### config.mk
export PLATFORM = sky130hd
export DESIGN_NAME = trace_buffer
export DESIGN_NICKNAME = d
export VERILOG_FILES = /design/src/rtl/trace_buffer.sv
export SDC_FILE = /design/constraint.sdc
export NUM_CORES = 2
export LEC_CHECK = 0
export BUFFER_PORTS_ARGS = -buffer_cell sky130_fd_sc_hd__buf_2
export CORE_ASPECT_RATIO = 1.1
export CORE_UTILIZATION = 55
export CTS_CLUSTER_SIZE = 8
export DETAILED_ROUTE_END_ITERATION = 16
export GPL_TIMING_DRIVEN = 0
export PLACE_DENSITY = 0.75
export SLEW_MARGIN = 20
export SYNTH_ARGS = -nofsm -noshare
export SYNTH_HDL_FRONTEND = slang
export SYNTH_SLANG_ARGS = --single-unit
### constraint.sdc
create_clock -name i_clock -period 16.8 [get_ports i_clock]
set_input_delay 1.68 -clock i_clock [delete_from_list [all_inputs] [get_ports i_clock]]
set_output_delay 1.68 -clock i_clock [all_outputs]
set_load 0.01 [all_outputs]
### src/rtl/trace_buffer.sv
// Retire-stage trace capture: a circular store of retired-instruction records, drained over valid/ready.
// Optional PC trigger (ARMED state, i_trigPc port) is compiled in with `define TRACE_TRIGGER_EN.
//
// state     | meaning
// ----------+-----------------------------------------------------------
// S_IDLE    | capture off, nothing stored
// S_ARMED   | waiting for retire at i_trigPc (TRACE_TRIGGER_EN only)
// S_CAPTURE | every valid retire is pushed
// S_HALTED  | halt instruction seen; reads only, left via clear/reset

module trace_buffer #(
  parameter int          DEPTH     = 16,
  parameter bit          OVERWRITE = 1'b0,
  parameter logic [31:0] HALT_INST = 32'h0000_006F
) (
  input  logic                       i_clock,
  input  logic                       i_reset,
  input  logic                       i_enable,
  input  logic                       i_clear,
  input  logic [31:0]                i_tick,
  input  logic                       i_isValid,
  input  logic [31:0]                i_pc,
  input  logic [31:0]                i_inst,
  input  logic [4:0]                 i_regWrAddr,
  input  logic                       i_regWrEnable,
  input  logic [31:0]                i_regWrData,
  input  logic [31:0]                i_memWrAddr,
  input  logic                       i_memWrEnable,
  input  logic [1:0]                 i_memAccess,
  input  logic [31:0]                i_memWrData,
`ifdef TRACE_TRIGGER_EN
  input  logic [31:0]                i_trigPc,
`endif
  input  logic                       i_ready,
  output logic                       o_valid,
  output logic [31:0]                o_tick,
  output logic [31:0]                o_pc,
  output logic [31:0]                o_inst,
  output logic [4:0]                 o_regWrAddr,
  output logic                       o_regWrEnable,
  output logic [31:0]                o_regWrData,
  output logic [31:0]                o_memWrAddr,
  output logic                       o_memWrEnable,
  output logic [1:0]                 o_memAccess,
  output logic [31:0]                o_memWrData,
  output logic [$clog2(DEPTH):0]     o_count,
  output logic [15:0]                o_dropCount,
  output logic                       o_halted
);

  localparam int AW = (DEPTH > 1) ? $clog2(DEPTH) : 1;
  localparam int CW = $clog2(DEPTH) + 1;

`ifdef TRACE_TRIGGER_EN
  typedef enum logic [1:0] {S_IDLE, S_CAPTURE, S_HALTED, S_ARMED} state_t;
  localparam state_t S_START = S_ARMED;
`else
  typedef enum logic [1:0] {S_IDLE, S_CAPTURE, S_HALTED} state_t;
  localparam state_t S_START = S_CAPTURE;
`endif

  state_t          state_q;
  state_t          state_d;
  logic            push;
  logic            pop;
  logic            full;
  logic            wr_en;
  logic            drop_evt;
  logic [AW-1:0]   rd_ptr;
  logic [AW-1:0]   wr_ptr;
  logic [CW-1:0]   count_q;
  logic [15:0]     drop_q;

  logic [31:0]     mem_tick  [DEPTH];
  logic [31:0]     mem_pc    [DEPTH];
  logic [31:0]     mem_inst  [DEPTH];
  logic [4:0]      mem_ra    [DEPTH];
  logic            mem_re    [DEPTH];
  logic [31:0]     mem_rd    [DEPTH];
  logic [31:0]     mem_ma    [DEPTH];
  logic            mem_me    [DEPTH];
  logic [1:0]      mem_macc  [DEPTH];
  logic [31:0]     mem_md    [DEPTH];

  always_ff @(posedge i_clock or negedge i_reset) begin
    if (!i_reset) begin
      state_q <= S_IDLE;
    end else begin
      state_q <= state_d;
    end
  end

  // Push is decided here so that the trigger record can be taken from ARMED.
  always_comb begin
    state_d = state_q;
    push    = 1'b0;
    case (state_q)
      S_IDLE: begin
        if (i_enable) state_d = S_START;
      end
`ifdef TRACE_TRIGGER_EN
      S_ARMED: begin
        if (!i_enable) begin
          state_d = S_IDLE;
        end else if (i_isValid && (i_pc == i_trigPc)) begin
          push    = 1'b1;
          state_d = S_CAPTURE;
        end
      end
`endif
      S_CAPTURE: begin
        push = i_isValid;
        if (i_isValid && (i_inst == HALT_INST)) begin
          state_d = S_HALTED;
        end else if (!i_enable) begin
          state_d = S_IDLE;
        end
      end
      S_HALTED: begin
        state_d = S_HALTED;
      end
      default: begin
        state_d = S_IDLE;
      end
    endcase
    if (i_clear) begin
      push    = 1'b0;
      state_d = S_IDLE;
    end
  end

  assign o_valid  = (count_q != '0);
  assign full     = (count_q == CW'(DEPTH));
  assign pop      = o_valid & i_ready & ~i_clear;
  // A full buffer still accepts a push when a pop frees the head slot in the same cycle.
  assign wr_en    = push & (~full | pop | OVERWRITE);
  assign drop_evt = push & full & ~pop;

  always_ff @(posedge i_clock) begin
    if (wr_en) begin
      mem_tick[wr_ptr] <= i_tick;
      mem_pc[wr_ptr]   <= i_pc;
      mem_inst[wr_ptr] <= i_inst;
      mem_ra[wr_ptr]   <= i_regWrAddr;
      mem_re[wr_ptr]   <= i_regWrEnable & (i_regWrAddr != 5'd0);
      mem_rd[wr_ptr]   <= i_regWrData;
      mem_ma[wr_ptr]   <= i_memWrAddr;
      mem_me[wr_ptr]   <= i_memWrEnable;
      mem_macc[wr_ptr] <= i_memAccess;
      mem_md[wr_ptr]   <= i_memWrData;
    end
  end

  always_ff @(posedge i_clock or negedge i_reset) begin
    if (!i_reset) begin
      rd_ptr  <= '0;
      wr_ptr  <= '0;
      count_q <= '0;
      drop_q  <= '0;
    end else if (i_clear) begin
      rd_ptr  <= '0;
      wr_ptr  <= '0;
      count_q <= '0;
      drop_q  <= '0;
    end else begin
      if (wr_en) wr_ptr <= wr_ptr + AW'(1);
      if (pop | (drop_evt & OVERWRITE)) rd_ptr <= rd_ptr + AW'(1);
      if (wr_en & ~pop & ~full) begin
        count_q <= count_q + CW'(1);
      end else if (pop & ~wr_en) begin
        count_q <= count_q - CW'(1);
      end
      if (drop_evt && (drop_q != 16'hFFFF)) drop_q <= drop_q + 16'd1;
    end
  end

  // Storage is not reset, so head fields are masked while the buffer is empty.
  assign o_tick        = o_valid ? mem_tick[rd_ptr] : '0;
  assign o_pc          = o_valid ? mem_pc[rd_ptr]   : '0;
  assign o_inst        = o_valid ? mem_inst[rd_ptr] : '0;
  assign o_regWrAddr   = o_valid ? mem_ra[rd_ptr]   : '0;
  assign o_regWrEnable = o_valid & mem_re[rd_ptr];
  assign o_regWrData   = o_valid ? mem_rd[rd_ptr]   : '0;
  assign o_memWrAddr   = o_valid ? mem_ma[rd_ptr]   : '0;
  assign o_memWrEnable = o_valid & mem_me[rd_ptr];
  assign o_memAccess   = o_valid ? mem_macc[rd_ptr] : '0;
  assign o_memWrData   = o_valid ? mem_md[rd_ptr]   : '0;

  assign o_count     = count_q;
  assign o_dropCount = drop_q;
  assign o_halted    = (state_q == S_HALTED);

endmodule

# Word level (Yosys, flattened, before mapping)

Memory sizes are Yosys's and may differ from the RTL's.
Index checks and enable logic that the tools add are counted.
Widths: inputs -> output; s select.

Bits in registers: 31
Bits in writable memories: 3,216
Input port bits: 207
Output and inout port bits: 224
Word-level logic and storage cells: 79
Memories: 10

Memory list:

| name        | depth | width | read ports | clocked after Yosys merged registers in | write ports | line | text |
|---|---|---|---|---|---|---|---|
| mem_inst    | 16    | 32    | 1          | 0                                       | 1           | 76   | `logic [31:0] mem_inst [DEPTH];` |
| mem_ma      | 16    | 32    | 1          | 0                                       | 1           | 80   | `logic [31:0] mem_ma [DEPTH];` |
| mem_md      | 16    | 32    | 1          | 0                                       | 1           | 83   | `logic [31:0] mem_md [DEPTH];` |
| mem_pc      | 16    | 32    | 1          | 0                                       | 1           | 75   | `logic [31:0] mem_pc [DEPTH];` |
| mem_rd      | 16    | 32    | 1          | 0                                       | 1           | 79   | `logic [31:0] mem_rd [DEPTH];` |
| mem_tick    | 16    | 32    | 1          | 0                                       | 1           | 74   | `logic [31:0] mem_tick [DEPTH];` |
| +4 memories | -     | -     | -          | -                                       | -           | -    |  |

Add/subtract/negate cells: 5
Equality and inequality tests: 7
Mux-type cells: 26
Bitwise operators: 16
Reduce and logical (&&, ||, !) cells: 10

Operator list:

| operator              | count |
|---|---|
| $mux 32               | 6 |
| $eq 32x7->1 const B   | 1 |
| $mux 16               | 2 |
| $mux 5                | 4 |
| $add 16x1->16 const B | 1 |
| $mux 4                | 4 |
| $ne 16x16->1 const B  | 1 |
| $and 1x1->1           | 11 |
| $mux 2                | 5 |
| $reduce_bool 5->1     | 2 |
| $add 4x1->4 const B   | 2 |
| $pmux 2 s3            | 1 |
| $reduce_bool 2->1     | 3 |
| $add 5x1->5 const B   | 1 |
| $eq 5x5->1 const B    | 1 |
| $sub 5x1->5 const B   | 1 |
| $mux 1                | 4 |
| $ne 4x4->1 const B    | 1 |
| $not 1->1             | 4 |
| $ne 3x3->1 const B    | 1 |
| $reduce_bool 3->1     | 1 |
| $eq 2x1->1 const B    | 1 |
| $eq 2x2->1 const B    | 1 |
| $logic_and 1x1->1     | 2 |
| other kinds (3)       | 3 |

# Longest topological paths before layout

Word-level depth: 10
Mapped depth: 9
Gate-level depth less buffers: 9

# Worst setup path after synthesis

OpenSTA, ideal clock, no wires.

Kind: input to register
Start point: input port i_clear
End point: memory mem_inst[4][0] (enable)
Setup time: 1,008 ps
Arrival: 16,230 ps
Required time: 15,792 ps
Setup slack: -438 ps
Cell stages on the path: 5
Buffers on the path: 1
Cell sequence: clkbuf_1 nand4bb_1 a31oi_1 nand2_1 nor3_1

Cells in the longest elaborated chain, start to end: 6

RTL lines:

| item                             | line | text |
|---|---|---|
| from (decl)                      | 19   | `input logic i_clear,` |
| $not 1->1                        | 134  | `assign pop = o_valid & i_ready & ~i_clear;` |
| $and 1x1->1                      | 134  |  |
| $or 1x1->1                       | 136  | `assign wr_en = push & (~full \| pop \| OVERWRITE);` |
| $and 1x1->1 (*)                  | 136  |  |
| $mux 1 (*)                       | 140  | `if (wr_en) begin` |
| $mux 1 (not written as such) (*) | 143  | `mem_inst[wr_ptr] <= i_inst;` |
| to (decl)                        | 76   |  |

Mark *: on every way between the ends. The rest lies on a longest branch, timed or not.

# Worst setup path in the final report

Start point: register count_q[4], in the netlist o_count[4]
End point: output port o_inst[29]

Cells in the longest elaborated chain, start to end: 2

RTL lines:

| item                   | line | text |
|---|---|---|
| from (decl)            | 71   | `logic [CW-1:0] count_q;` |
| from (signal assigned) | 169  | `count_q <= count_q + CW'(1);` |
| from (signal assigned) | 171  | `count_q <= count_q - CW'(1);` |
| $reduce_bool 5->1      | 132  | `assign o_valid = (count_q != '0);` |
| $mux 32                | 180  | `assign o_inst = o_valid ? mem_inst[rd_ptr] : '0;` |
| to (decl)              | 38   | `output logic [31:0] o_inst,` |

No other way between the ends.

==> results.txt <==
Metal-1 WL = 115,000 um
Final worst path period share = 38.9%
# IOs = 431
Worst Hold Class = register to register
Site row count = 182
Synth area leaders = edfxtp_1 78%, mux4_2 18%, and2_1 1.1%
Worst path max stage delay = 0.78 ns
Final core utilization = 65.2%
Worst Clk Skew = 0.0776 ns
Worst Path Max Fanout = 10
Post_cts resized = 0
CTS Buf Count = 456
Slowest CP cell = clkbuf_1
Final wirelength = 333,000 um
Slew Limit Fails = 0
Largest net degree at the start of global routing = 37
Post-synth top area share = 78.0%
Number of global-route vias before repair = 63.4k
# setup viols final = 0
Nature of the critical path startpoint = register
Fillers = 13.6k
Post-synthesis cell area = 0.124 mm2
First-pass GRT wire length = 470,000 um
Count leader, synth = edfxtp_1
Worst-Margin Slew = 1.09 ns
Routability cong. = 0.763
Worst vdd ir = 0.134 mV
CTS tree = yes
Non-Filler Instances = 9,089
Number of synthesized flops with an enable pin = 3,216
Max Fclk = 0.153 GHz
Crit path DAT = 4.86 ns
Antenna Nets Post-Route = 0
WL met3 = 33,800 um
Residual DRC count = 0
Die width = 454 um
Clock Pin Slew Worst Setup and Hold Paths = 0.05 ns
Hold_buf cts = 0
Setup repair bufs after CTS = 0
Post-DP HPWL = 195,000 um
Starting Density = 55.4%
IO Port Bufs = 429
Drt first pass iters = 6
Max cap viols = 0
DR WL/cell = 36.7 um
Die height = 500 um
Final Hold Violating Endpoints = 0
Wire length on met2 = 166,000 um
Leak pwr = 45.9 nW
Power Dens Cells = 143 mW/mm2
Cell-by-cell trace of the critical path = clkbuf_1 > nand2b_1 > clkbuf_1 > clkbuf_2 > buf_12 > clkbuf_1 > and2_1 > buf_2
Layout area overhead = 17.7%
DR vias/cell = 6.69
Register area share after synthesis = 78.6%
Cell total after placement = 8,524
CTS root buf = clkbuf_16
Worst path buffer plus inverter count = 6
Rel. slew slack = 27.1%
CP dominant cell by count = clkbuf_1
Outcome = finished clean
Post-synthesis async set-or-reset flop share = 0.955%
Clock Tree Buf Depth = 4
Crit-path leading delay family = buffers and inverters
1st-iter DRT viols = 8,103
Top_reg_cell synth = edfxtp_1
Sink Count = 3,247
Fraction of layout cells with a size suffix above 1 = 37.8%
Max layer used = met5
Die Area = 0.227 mm2
Mapped Nets = 5,113
Setup CP Type = register to output port
Post-layout minimum cycle time = 6.54 ns
WP data required = 15.12 ns
Mean Syn Cell Area = 25.3 um2
Syn. warnings = 0
Crit. End Element = output port
Yosys cell types = 49
Congestion Overflow GR = 0
Final nets = 6,258
Worst-Skew Late Latency = 1.03 ns
#FFs+latches synth = 3,247
Commonest cells post-synth = 3,216 x edfxtp_1, 1,005 x mux4_2, 209 x and2_1
Vias = 60.8k
Core area = 0.224 mm2
RSZ-0062 raised after global routing = false
GRT Overall Usage = 29.8%
Area leader, netlist = edfxtp_1
Syn Inst Count = 4,895
# H-tree levels = 5
Initial antenna violation count = 104
[placed cells by master (no fill, tap or decap), types with 3 or more instances in the layout]
master	instances
nor2_1	23
nor3_1	4
or3_1	3
diode_2	41
clkbuf_1	187
clkbuf_16	464
buf_16	68
and3_1	3
buf_6	72
buf_2	481
nand3b_1	3
xnor2_1	15
and4_1	3
nand2_1	12
buf_12	45
nand2b_1	4
edfxtp_1	3216
clkbuf_2	30
inv_1	7
dfrtp_1	31
inv_6	4
mux4_2	1005
buf_4	111
and2_1	201
nor3_2	4
a21oi_1	8
a2111oi_0	4
nor4_1	7
mux2_2	4
nand3_1	14
o21ai_0	5
ha_1	10
and2_4	8
nand4_1	4
a211oi_1	4
nor2_4	4
[per-layer routing]
layer | up-vias | GRT usage, %
li1 | 23400 | -
met1 | 32300 | 38.1
met2 | 4194 | 48.4
met3 | 781 | 6.73
met4 | 72 | 14.6
met5 | - | 0
[worst register-to-register path, cell delays in order (launching register included)]
cell and delay, ns:
dfrtp_1 0.42, nand4bb_1 0.33, a31oi_1 0.74, nand2_1 0.33, nor3_2 0.77, buf_4 0.36, buf_4 0.25, buf_4 0.24
buf_4 0.23, buf_6 0.18
[worst paths after layout]
kind,startpoint,end,slack [ns],cells past startpoint
worst max-delay path,o_count[4],o_inst[29],10.26,8
worst min-delay path,o_dropCount[5],o_dropCount[5],0.57,2
worst max register to register,state_q[1],mem_tick[6][22],12.69,9
worst min register to register,o_dropCount[5],o_dropCount[5],0.57,2
max in group asynchronous,i_reset,o_dropCount[7],15.46,1
min in group asynchronous,i_reset,o_count[1],0.78,1
[flip-flops by register name (all words and copies together) (netlist names), 32 cells and up]
signal / flops
mem_inst: 512
mem_ma: 512
mem_macc: 32
mem_md: 512
mem_pc: 512
mem_ra: 80
mem_rd: 512
mem_tick: 512
[area by class of cell]
class	count	area [um2]	share of cell area, %
well taps	2944	3680	2.53
multi-input cells	1382	25200	17.3
clock inverters	7	63.8	0.0438
flip-flops and latches	3247	97300	66.8
clock buffers	515	11800	8.10
plain buffers	259	1370	0.939
repair buffers	687	6140	4.21
diodes	41	103	0.0704
inverters	7	26.3	0.0180
[stage by stage]
| step | power [mW] | setup TNS (ns) | instance area [um2] | hold slack (ns) | setup slack (ns) |
|---|---|---|---|---|---|
| global placement | 12.9 | - | 130000 | 0.546 | -19.69 |
| global route | 21.3 | 0 | 146000 | 0.600 | 10.21 |
| finish | 20.8 | 0 | 146000 | 0.570 | 10.26 |
| detailed placement | 13.0 | 0 | 134000 | 0.557 | 11.34 |
| CTS | 20.9 | 0 | 146000 | 0.572 | 10.23 |
| floorplan | 11.5 | -351.86 | 124000 | 0.524 | -0.438 |
[report_power, final]
group          leakage [nW]  switching [mW]  internal, mW
Combinational          10.8            2.09          1.78
Clock                  5.81            3.12          4.82
Sequential             29.3          0.0161          8.94
Total                  45.9            5.23          15.5
[kinds of logic (layout without fill, tap and decap cells)]
group,after synthesis,in the layout,share of synthesized area [%]
multiplexers,1011,1011,18.3
flip-flops,3247,3247,78.6
buffers and inverters,266,1475,1.09
other,0,41,0
AO/OA/AOI/OAI,32,32,0.175
XOR/XNOR,17,17,0.120
adder cells (fa/ha/maj),11,11,0.117
AND/OR/NAND/NOR,311,311,1.51
No activity file was read; power rests on OpenSTA's default activity.
